<file path="src/rtl/hsv_pixel_sequencer.sv">
// RGB-to-HSV sequencer: one pixel per handshake, hue/saturation/value from one shared radix-2 divider.
// Optional HSV_VFAST_EN: value from a multiply-shift in CALC, skipping the third division.
module hsv_pixel_sequencer #(
    parameter int DIV_W = 15,
    parameter int CNT_W = 16
) (
    input  logic             clk,
    input  logic             rst,
    input  logic             in_valid,
    output logic             in_ready,
    input  logic [7:0]       r,
    input  logic [7:0]       g,
    input  logic [7:0]       b,
    output logic             out_valid,
    input  logic             out_ready,
    output logic [8:0]       h,
    output logic [7:0]       s,
    output logic [7:0]       v,
    output logic [CNT_W-1:0] pix_cnt
);
    localparam int CW = $clog2(DIV_W + 1);

    typedef enum logic [2:0] {IDLE, CALC, DIV_H, DIV_S, DIV_V, DONE} state_t;
    typedef enum logic [1:0] {SEC_R, SEC_G, SEC_B} sector_t;

    state_t state_reg, state_next;

    logic [7:0]       r_reg, g_reg, b_reg;
    logic [7:0]       max_reg, delta_reg;
    sector_t          sector_reg;
    logic             neg_reg;
    logic [DIV_W-1:0] dvd_reg, quo_reg;
    logic [7:0]       dsr_reg, rem_reg;
    logic [CW-1:0]    cnt_reg;
    logic [8:0]       h_calc_reg;
    logic [8:0]       h_reg;
    logic [7:0]       s_reg, v_reg;
    logic [CNT_W-1:0] pix_cnt_reg;
`ifdef HSV_VFAST_EN
    logic [7:0]       vfast_reg;
`else
    logic [7:0]       s_calc_reg;
`endif

    // Sector selection, extremes and hue numerator from the captured pixel
    sector_t    sector_c;
    logic [7:0] max_c, min_c, delta_c, num_a, num_b, absnum_c;
    logic       neg_c;

    always_comb begin
        sector_c = SEC_R;
        max_c    = r_reg;
        num_a    = g_reg;
        num_b    = b_reg;
        if (r_reg >= g_reg && r_reg >= b_reg) begin
            sector_c = SEC_R;
            max_c    = r_reg;
            num_a    = g_reg;
            num_b    = b_reg;
        end else if (g_reg >= b_reg) begin
            sector_c = SEC_G;
            max_c    = g_reg;
            num_a    = b_reg;
            num_b    = r_reg;
        end else begin
            sector_c = SEC_B;
            max_c    = b_reg;
            num_a    = r_reg;
            num_b    = g_reg;
        end
        min_c = r_reg;
        if (g_reg < min_c) min_c = g_reg;
        if (b_reg < min_c) min_c = b_reg;
        delta_c  = max_c - min_c;
        neg_c    = num_a < num_b;
        absnum_c = neg_c ? (num_b - num_a) : (num_a - num_b);
    end

    // One restoring step; a zero divisor never produces a quotient bit
    logic [8:0]       rem_sh;
    logic             fits;
    logic [7:0]       rem_nx;
    logic [DIV_W-1:0] quo_nx;
    logic             div_last;

    always_comb begin
        rem_sh   = {rem_reg, dvd_reg[DIV_W-1]};
        fits     = (dsr_reg != 8'd0) && (rem_sh >= {1'b0, dsr_reg});
        rem_nx   = fits ? 8'(rem_sh - {1'b0, dsr_reg}) : rem_sh[7:0];
        quo_nx   = {quo_reg[DIV_W-2:0], fits};
        div_last = (cnt_reg == CW'(DIV_W - 1));
    end

    // Hue from the final quotient of the hue division
    logic [8:0] q9, hue_c;

    always_comb begin
        q9    = quo_nx[8:0];
        hue_c = 9'd0;
        case (sector_reg)
            SEC_G:   hue_c = neg_reg ? (9'd120 - q9) : (9'd120 + q9);
            SEC_B:   hue_c = neg_reg ? (9'd240 - q9) : (9'd240 + q9);
            default: hue_c = (neg_reg && q9 != 9'd0) ? (9'd360 - q9) : q9;
        endcase
        if (delta_reg == 8'd0) hue_c = 9'd0;
    end

    always_ff @(posedge clk) begin
        if (rst) state_reg <= IDLE;
        else     state_reg <= state_next;
    end

    always_comb begin
        state_next = state_reg;
        in_ready   = 1'b0;
        out_valid  = 1'b0;
        case (state_reg)
            IDLE: begin
                in_ready = 1'b1;
                if (in_valid) state_next = CALC;
            end
            CALC:  state_next = DIV_H;
            DIV_H: if (div_last) state_next = DIV_S;
`ifdef HSV_VFAST_EN
            DIV_S: if (div_last) state_next = DONE;
`else
            DIV_S: if (div_last) state_next = DIV_V;
            DIV_V: if (div_last) state_next = DONE;
`endif
            DONE: begin
                out_valid = 1'b1;
                if (out_ready) state_next = IDLE;
            end
            default: state_next = IDLE;
        endcase
    end

    always_ff @(posedge clk) begin
        if (rst) begin
            r_reg       <= '0;
            g_reg       <= '0;
            b_reg       <= '0;
            max_reg     <= '0;
            delta_reg   <= '0;
            sector_reg  <= SEC_R;
            neg_reg     <= 1'b0;
            dvd_reg     <= '0;
            dsr_reg     <= '0;
            rem_reg     <= '0;
            quo_reg     <= '0;
            cnt_reg     <= '0;
            h_calc_reg  <= '0;
            h_reg       <= '0;
            s_reg       <= '0;
            v_reg       <= '0;
            pix_cnt_reg <= '0;
`ifdef HSV_VFAST_EN
            vfast_reg   <= '0;
`else
            s_calc_reg  <= '0;
`endif
        end else begin
            case (state_reg)
                IDLE: if (in_valid) begin
                    r_reg <= r;
                    g_reg <= g;
                    b_reg <= b;
                end
                CALC: begin
                    max_reg    <= max_c;
                    delta_reg  <= delta_c;
                    sector_reg <= sector_c;
                    neg_reg    <= neg_c;
                    dvd_reg    <= DIV_W'(absnum_c) * DIV_W'(60);
                    dsr_reg    <= delta_c;
                    rem_reg    <= '0;
                    quo_reg    <= '0;
                    cnt_reg    <= '0;
`ifdef HSV_VFAST_EN
                    vfast_reg  <= 8'(({8'd0, max_c} * 16'd101) >> 8);
`endif
                end
                DIV_H, DIV_S, DIV_V: begin
                    dvd_reg <= dvd_reg << 1;
                    rem_reg <= rem_nx;
                    quo_reg <= quo_nx;
                    cnt_reg <= cnt_reg + CW'(1);
                    if (div_last) begin
                        // Reload the divider for the next division in the same edge
                        rem_reg <= '0;
                        quo_reg <= '0;
                        cnt_reg <= '0;
                        if (state_reg == DIV_H) begin
                            h_calc_reg <= hue_c;
                            dvd_reg    <= DIV_W'(delta_reg) * DIV_W'(100);
                            dsr_reg    <= max_reg;
                        end else if (state_reg == DIV_S) begin
`ifdef HSV_VFAST_EN
                            h_reg <= h_calc_reg;
                            s_reg <= quo_nx[7:0];
                            v_reg <= vfast_reg;
`else
                            s_calc_reg <= quo_nx[7:0];
                            dvd_reg    <= DIV_W'(max_reg) * DIV_W'(100);
                            dsr_reg    <= 8'd255;
`endif
                        end else begin
`ifndef HSV_VFAST_EN
                            h_reg <= h_calc_reg;
                            s_reg <= s_calc_reg;
                            v_reg <= quo_nx[7:0];
`endif
                        end
                    end
                end
                DONE: if (out_ready) pix_cnt_reg <= pix_cnt_reg + CNT_W'(1);
                default: ;
            endcase
        end
    end

    assign h       = h_reg;
    assign s       = s_reg;
    assign v       = v_reg;
    assign pix_cnt = pix_cnt_reg;
endmodule

</file>
<file path="config.mk">
export PLATFORM = sky130hd
export DESIGN_NAME = hsv_pixel_sequencer
export DESIGN_NICKNAME = d
export VERILOG_FILES = /design/src/rtl/hsv_pixel_sequencer.sv
export SDC_FILE = /design/constraint.sdc
export NUM_CORES = 1
export LEC_CHECK = 0
export CAP_MARGIN = 0
export CORE_AREA = 2 2 148 150
export CTS_CLUSTER_DIAMETER = 60
export CTS_CLUSTER_SIZE = 10
export DETAILED_ROUTE_END_ITERATION = 10
export DIE_AREA = 0 0 150 152
export GPL_TIMING_DRIVEN = 0
export MAX_ROUTING_LAYER = met4
export PLACE_DENSITY = 0.74
export SYNTH_ARGS = -nofsm -noshare
export SYNTH_HDL_FRONTEND = slang
export SYNTH_SLANG_ARGS = --single-unit
</file>
<file path="constraint.sdc">
create_clock -name clk -period 10.1 [get_ports clk]
set_input_delay 1.01 -clock clk [delete_from_list [all_inputs] [get_ports clk]]
set_output_delay 1.01 -clock clk [all_outputs]
set_load 0.02 [all_outputs]
</file>
* Word-level counts from Yosys, hierarchy flattened
Index checks and enable logic that the tools add are counted.
Operators by class: muxes and demuxes 39, shift operators 0, order comparisons 7, multiply operators 3, reduce and logical (&&, ||, !) cells 16, add/sub/neg operators 11, equal/unequal tests 15, bitwise logic cells 2, div/mod/pow operators 0
Operators with widths (number):
- $mux W8 | 15
- $pmux W8 S2 | 3
- $mux W15 | 3
- $mux W9 | 4
- $sub A8 B8 Y8 | 4
- $pmux W15 S2 | 1
- $mul A8 B5 Y13 const B | 2
- $ge A8 B8 Y1 | 3
- $lt A8 B8 Y1 | 3
- $pmux W3 S6 | 1
- $pmux W9 S2 | 1
- $add A16 B1 Y16 const B | 1
- $mux W3 | 5
- $mul A8 B4 Y12 const B | 1
- $ne A2 B2 Y1 const B | 6
- $add A7 B9 Y9 const A | 1
- $add A8 B9 Y9 const A | 1
- $ge A9 B8 Y1 | 1
- $reduce_bool A9 Y1 | 1
- $sub A7 B9 Y9 const A | 1
- $sub A8 B9 Y9 const A | 1
- $sub A9 B9 Y9 const A | 1
- $logic_not A8 Y1 | 1
- $pmux W4 S2 | 1
- other kinds (21) | 31
Word-level totals: memories 0, memory bits (read-only) 0, logic and storage cells 112, latch bits 0, output and inout bits 43, RAM bits 0, bits in registers 147

* Depth between registers and ports, before layout
word-level depth 7, mapped depth 37, gate-level depth less buffers 33

* Worst setup path before layout
OpenSTA, ideal clock, no wires.
kind register to register, start point register g_reg[0], end point register dvd_reg[11], stages on the path, launching flop included 35, path buffers 4, path slack 2.469 ns, arrival time 7.516 ns, library setup time 0.114 ns, cell sequence dfxtp_1 -> buf_2 -> inv_1 -> ha_1 -> nand2b_1 -> a211oi_1 -> o211ai_1 -> nand2_1 -> buf_1 -> clkbuf_1 -> buf_1 -> a21oi_1 -> a21oi_1 -> inv_1 -> fa_1 -> nand2b_1 -> a21oi_1 -> o22ai_2 -> or4_1 -> mux4_2 -> o211ai_2 -> xor2_2 -> xnor2_1 -> xnor2_1 -> fa_1 -> inv_1 -> ha_1 -> a21oi_1 -> o21bai_1 -> a21oi_1 -> o21ai_0 -> xnor2_1 -> nor2_1 -> a211oi_1 -> a2111oi_0
Between the ends: word-level cells in the longest chain between the ends 7, elaborated cells on any way between the ends 13, classes of those cells add/sub (2); mul (1); order compare (3); mux (6); reduce/logical (1)
RTL lines:
- start: declaration | line 28 | logic [7:0] r_reg, g_reg, b_reg;
- start signal: assignment | line 166 | g_reg <= g;
- $ge A8 B8 Y1 (on tied branches) | line 60, 55
- $mux W8 / $logic_and A1 B1 Y1 (equally long branches) | line 60, 55
- $mux W8 | line 55 | if (r_reg >= g_reg && r_reg >= b_reg) begin
- $sub A8 B8 Y8 / $lt A8 B8 Y1 (equally long branches) | line 76, 75
- $mux W8 (*) | line 76 | absnum_c = neg_c ? (num_b - num_a) : (num_a - num_b);
- $mul A8 B4 Y12 (*) | line 174 | dvd_reg <= DIV_W'(absnum_c) * DIV_W'(60);
- $pmux W15 S2 (*) | line 163 | case (state_reg)
- end signal: assignment | line 174
- end signal: assignment | line 184 | dvd_reg <= dvd_reg << 1;
- end signal: assignment | line 195 | dvd_reg <= DIV_W'(delta_reg) * DIV_W'(100);
- end: declaration | line 32 | logic [DIV_W-1:0] dvd_reg, quo_reg;
Mark *: on every way between the ends. The rest lies on a longest branch, timed or not. A chain may end at the register's enable or synchronous reset.

* Worst setup path in the final report
start point register b_reg[7], end point register dvd_reg[11]
Between the ends: word-level cells in the longest chain between the ends 7, elaborated cells on any way between the ends 13, classes of those cells add/sub (2); mul (1); order compare (3); mux (6); reduce/logical (1)
RTL lines:
- start: declaration | line 28
- start signal: assignment | line 142 | b_reg <= '0;
- start signal: assignment | line 167 | b_reg <= b;
- $ge A8 B8 Y1 (on tied branches) | line 60, 55
- $mux W8 / $logic_and A1 B1 Y1 (equally long branches) | line 60, 55
- $mux W8 | line 55
- $sub A8 B8 Y8 / $lt A8 B8 Y1 (equally long branches) | line 76, 75
- $mux W8 (*) | line 76
- $mul A8 B4 Y12 (*) | line 174
- $pmux W15 S2 (*) | line 163
Marked as above.

==> run_summary.xml <==
<?xml version="1.0" encoding="UTF-8"?>
<metrics>
  <group name="global_routing">
    <metric name="grt_start_max_net_pins" unit="">17</metric>
    <metric name="global_route.usage.total" unit="%">29.94</metric>
    <metric name="antenna_found_initial" unit="">0</metric>
    <metric name="first_global_vias" unit="">10350</metric>
    <metric name="global_route_wire_length_before_repair" unit="mm">53.87</metric>
    <metric name="grt-ovfl-total" unit="">0</metric>
  </group>
  <group name="detailed_routing">
    <metric name="route.vias.total" unit="">11040</metric>
    <metric name="met1Wirelength" unit="mm">14.92</metric>
    <metric name="uppermost_layer_routed" unit="">met4</metric>
    <metric name="totalWireLength" unit="mm">33.14</metric>
    <metric name="route.detailed.drc" unit="">0</metric>
    <metric name="drc_violation_total_after_the_first_tritonroute_iteration" unit="">961</metric>
    <metric name="route.detailed.vias_per_inst" unit="">5.832</metric>
    <metric name="detailedRoute.firstPassIterationCount" unit="">5</metric>
    <metric name="wl_met2" unit="mm">15.87</metric>
    <metric name="ant_nets" unit="">0</metric>
    <metric name="drt-wirelength-per-cell" unit="um">17.51</metric>
    <metric name="met3WireLength" unit="mm">1.579</metric>
  </group>
  <group name="cells_and_area">
    <metric name="post_route_cells_drive_above_1_share" unit="%">3.038</metric>
    <metric name="antenna_cells_inserted" unit="">0</metric>
    <metric name="largest_register_ff_count" unit="">16</metric>
    <metric name="fin_nets" unit="">1800</metric>
    <metric name="area.growth.synth_to_final" unit="%">14.18</metric>
    <metric name="final_design_area_no_fill" unit="um^2">13090</metric>
    <metric name="postLayoutCoreUtil" unit="%">61.30</metric>
  </group>
  <group name="clock_network">
    <metric name="postCtsHoldBufs" unit="">0</metric>
    <metric name="post_cts_setup_bufs" unit="">0</metric>
    <metric name="clock_latency" unit="ns">0.43</metric>
    <metric name="cts_tree" unit="">done</metric>
    <metric name="cts-buffers-inserted" unit="">17</metric>
    <metric name="cts.reportedPaths.clkPinSlew" unit="ns">0.07</metric>
    <metric name="cts.sink_count" unit="">145</metric>
    <metric name="clock-root-buffer" unit="">clkbuf_16</metric>
    <metric name="clock_h_tree_levels" unit="">4</metric>
    <metric name="post_cts_resized" unit="">0</metric>
    <metric name="clk_buf_depth" unit="">2</metric>
  </group>
  <group name="critical_path">
    <metric name="critical_path.most_common_cell" unit="">a21oi_1</metric>
    <metric name="critPathArrivalTime" unit="ns">9.35</metric>
    <metric name="cp_max_fo" unit="">10</metric>
    <metric name="timing.critical_path.slowest_cell_delay" unit="ns">0.52</metric>
    <metric name="worstSetupPathType" unit="">reg2reg</metric>
    <metric name="critical_path.startpoint_type" unit="">flop</metric>
    <metric name="critical_path_required" unit="ns">10.42</metric>
    <metric name="worst-path-buf-inv" unit="">6</metric>
    <metric name="critical-path-top-delay-family" unit="">compound AO/OA/AOI/OAI gates</metric>
    <metric name="worst_setup_path_end_kind" unit="">flop</metric>
    <metric name="timing.critical_path.slowest_stage_cell" unit="">fa_1</metric>
  </group>
  <group name="timing">
    <metric name="finalMaxSlewViolations" unit="">0</metric>
    <metric name="min_period_over_period" unit="%">89.44</metric>
    <metric name="maxSlewHeadroom" unit="%">29.56</metric>
    <metric name="max_clock_freq" unit="MHz">110.7</metric>
    <metric name="timing.clock.skew" unit="ns">0.01364</metric>
    <metric name="period_minus_slack" unit="ns">9.033</metric>
    <metric name="setup_tns" unit="ns">0</metric>
    <metric name="setup_violations" unit="">0</metric>
    <metric name="max_slew.worst_pin.slew" unit="ns">1.054</metric>
    <metric name="hold_viol_final" unit="">0</metric>
    <metric name="grt_setup_unrepaired" unit="">no</metric>
  </group>
  <group name="place">
    <metric name="place.port_buffers" unit="">70</metric>
    <metric name="detailed_place_hpwl" unit="mm">25.51</metric>
    <metric name="final_weighted_congestion_in_routability_driven_placement" unit="">0.9854</metric>
    <metric name="dpl_cell_area" unit="um^2">12510</metric>
  </group>
  <group name="logic_synthesis">
    <metric name="post_synth_inst_count" unit="">1511</metric>
    <metric name="syn_nets" unit="">1711</metric>
    <metric name="async_reset_ff_share" unit="%">0</metric>
    <metric name="synth.distinct_cells" unit="">68</metric>
    <metric name="synth_area" unit="um^2">11460</metric>
    <metric name="ys.warnings.count" unit="">0</metric>
    <metric name="synth.yosys.seq_area_share" unit="%">25.32</metric>
    <metric name="yosys.area.top_type_share" unit="%">25.32</metric>
    <metric name="synth_area_per_cell" unit="um^2">7.586</metric>
    <metric name="yosys_register_bits" unit="">145</metric>
    <metric name="yosysTopAreaCell" unit="">dfxtp_1</metric>
    <metric name="synthTopCellsByArea" unit="">dfxtp_1 25%, ha_1 17%, a21oi_1 8.1%</metric>
    <metric name="synth-edff-count" unit="">0</metric>
    <metric name="most_common_flop_cell_mapped_by_yosys" unit="">dfxtp_1</metric>
  </group>
  <group name="die">
    <metric name="die_wd" unit="um">150</metric>
    <metric name="initial_core_util" unit="%">53.69</metric>
    <metric name="fp.dieArea" unit="um^2">22800</metric>
    <metric name="dieHeight" unit="um">152</metric>
    <metric name="placeableCoreArea" unit="um^2">21350</metric>
    <metric name="floorplan.rows" unit="">54</metric>
    <metric name="ios" unit="">71</metric>
  </group>
  <group name="worst_hold_path">
    <metric name="worstHoldPathType" unit="">reg2reg</metric>
  </group>
  <group name="run">
    <metric name="max_cap_viols" unit="">0</metric>
  </group>
  <group name="outcome">
    <metric name="status" unit="">completed</metric>
  </group>
</metrics>
-- synthesized netlist by cell type (all sizes together) (5+ instances only) --
library cell and count:
o21ai 69, ha 152, nand2 233, a21oi 185
a31oi 8, xor2 24, nand2b 10, a21o 25
or3 8, nand3 31, a2111oi 5, o221ai 6
nor4 5, o211ai 15, mux2i 24, and3 9
nor2b 8, inv 116, nor3 18, a22oi 13
fa 20, nand4 10, a311oi 7, dfxtp 145
o21a 9, buf 9, mux2 7, a211oi 14
clkbuf 77, o21bai 10, nor2 138, xnor2 44
-- cell type report --
cell class	count	area [um^2]
Inverter	117	439.2
Clock buffer	17	425.4
Multi-Input combinational cell	1163	7787
Sequential cell	145	2903
Fill cell	1975	8263
Timing Repair Buffer	70	700.7
Buffer	86	332.8
Tap cell	280	350.3
Clock inverter	15	148.9
-- cells by family (layout without fill, tap and decap cells) --
logic type                 Yosys count  after routing  synth area share (%)
DFF                                145            145                 25.32
AOI/OAI and AO/OA                  402            402                 21.35
adders and majority gates          173            173                 20.17
muxes                               32             32                 2.980
xor gates and xnor gates            68             68                 5.261
buffers and inverters              203            305                 6.735
and+or+nand+nor                    488            488                 18.17
-- worst register-to-register path: cells and delay by family, from the launching register on --
| family | cells | cell delay, ns |
|---|---|---|
| DFF | 1 | 0.47 |
| and+or+nand+nor | 4 | 0.93 |
| xor gates and xnor gates | 4 | 0.87 |
| muxes | 1 | 0.48 |
| buffers and inverters | 6 | 1.61 |
| AOI/OAI and AO/OA | 14 | 2.94 |
| adders and majority gates | 4 | 1.60 |
-- layer usage --
layer / vias to the layer above / track usage, %
met4: 0 / 8.535
met5: - / -
li1: 5389 / -
met1: 5258 / 39.14
met2: 332 / 48.84
met3: 61 / 3.393
-- per-stage QoR --
stage,std cells,hold WS (ns),setup slack [ns]
finish,1893,0.4400,1.067
global route,1893,0.4623,0.1235
CTS,1893,0.4389,1.114
detailed placement,1861,0.4298,1.171
global placement,1861,0.4273,1.317
floorplan,1511,0.4171,2.469
-- path summary, 6_finish.rpt --
check | from | endpoint | slack [ns] | cells after the start
min | dvd_reg[12] | dvd_reg[12] | 0.44 | 2
max reg2reg | b_reg[7] | dvd_reg[11] | 1.07 | 33
min reg2reg | dvd_reg[12] | dvd_reg[12] | 0.44 | 2
max | b_reg[7] | dvd_reg[11] | 1.07 | 33
-- layout by cell type, fill, tap and decap left out, types with 7 or more instances in the layout --
| cell | synthesis | routed |
|---|---|---|
| nor3_1 | 18 | 18 |
| clkdlybuf4s50_1 | 0 | 70 |
| nand2b_1 | 10 | 10 |
| xor2_1 | 23 | 23 |
| a211oi_1 | 14 | 14 |
| o21bai_1 | 10 | 10 |
| a21oi_1 | 185 | 185 |
| nand2_1 | 233 | 233 |
| nand4_1 | 10 | 10 |
| nand3_1 | 31 | 31 |
| a31oi_1 | 8 | 8 |
| nor2b_1 | 8 | 8 |
| mux2_2 | 7 | 7 |
| ha_1 | 152 | 152 |
| a22oi_1 | 13 | 13 |
| clkbuf_16 | 0 | 17 |
| o21ai_0 | 64 | 64 |
| xnor2_1 | 44 | 44 |
| o21a_1 | 9 | 9 |
| nor2_1 | 138 | 138 |
| and3_1 | 9 | 9 |
| o211ai_1 | 14 | 14 |
| fa_1 | 20 | 20 |
| dfxtp_1 | 145 | 145 |
| or3_1 | 8 | 8 |
| a21o_1 | 25 | 25 |
| a311oi_1 | 7 | 7 |
| inv_1 | 116 | 116 |
| mux2i_1 | 24 | 24 |
| clkbuf_1 | 77 | 77 |
Power is left out: the tool's default activity adds up to more than one toggle a clock period on the data nets, which glitch-free logic cannot reach.
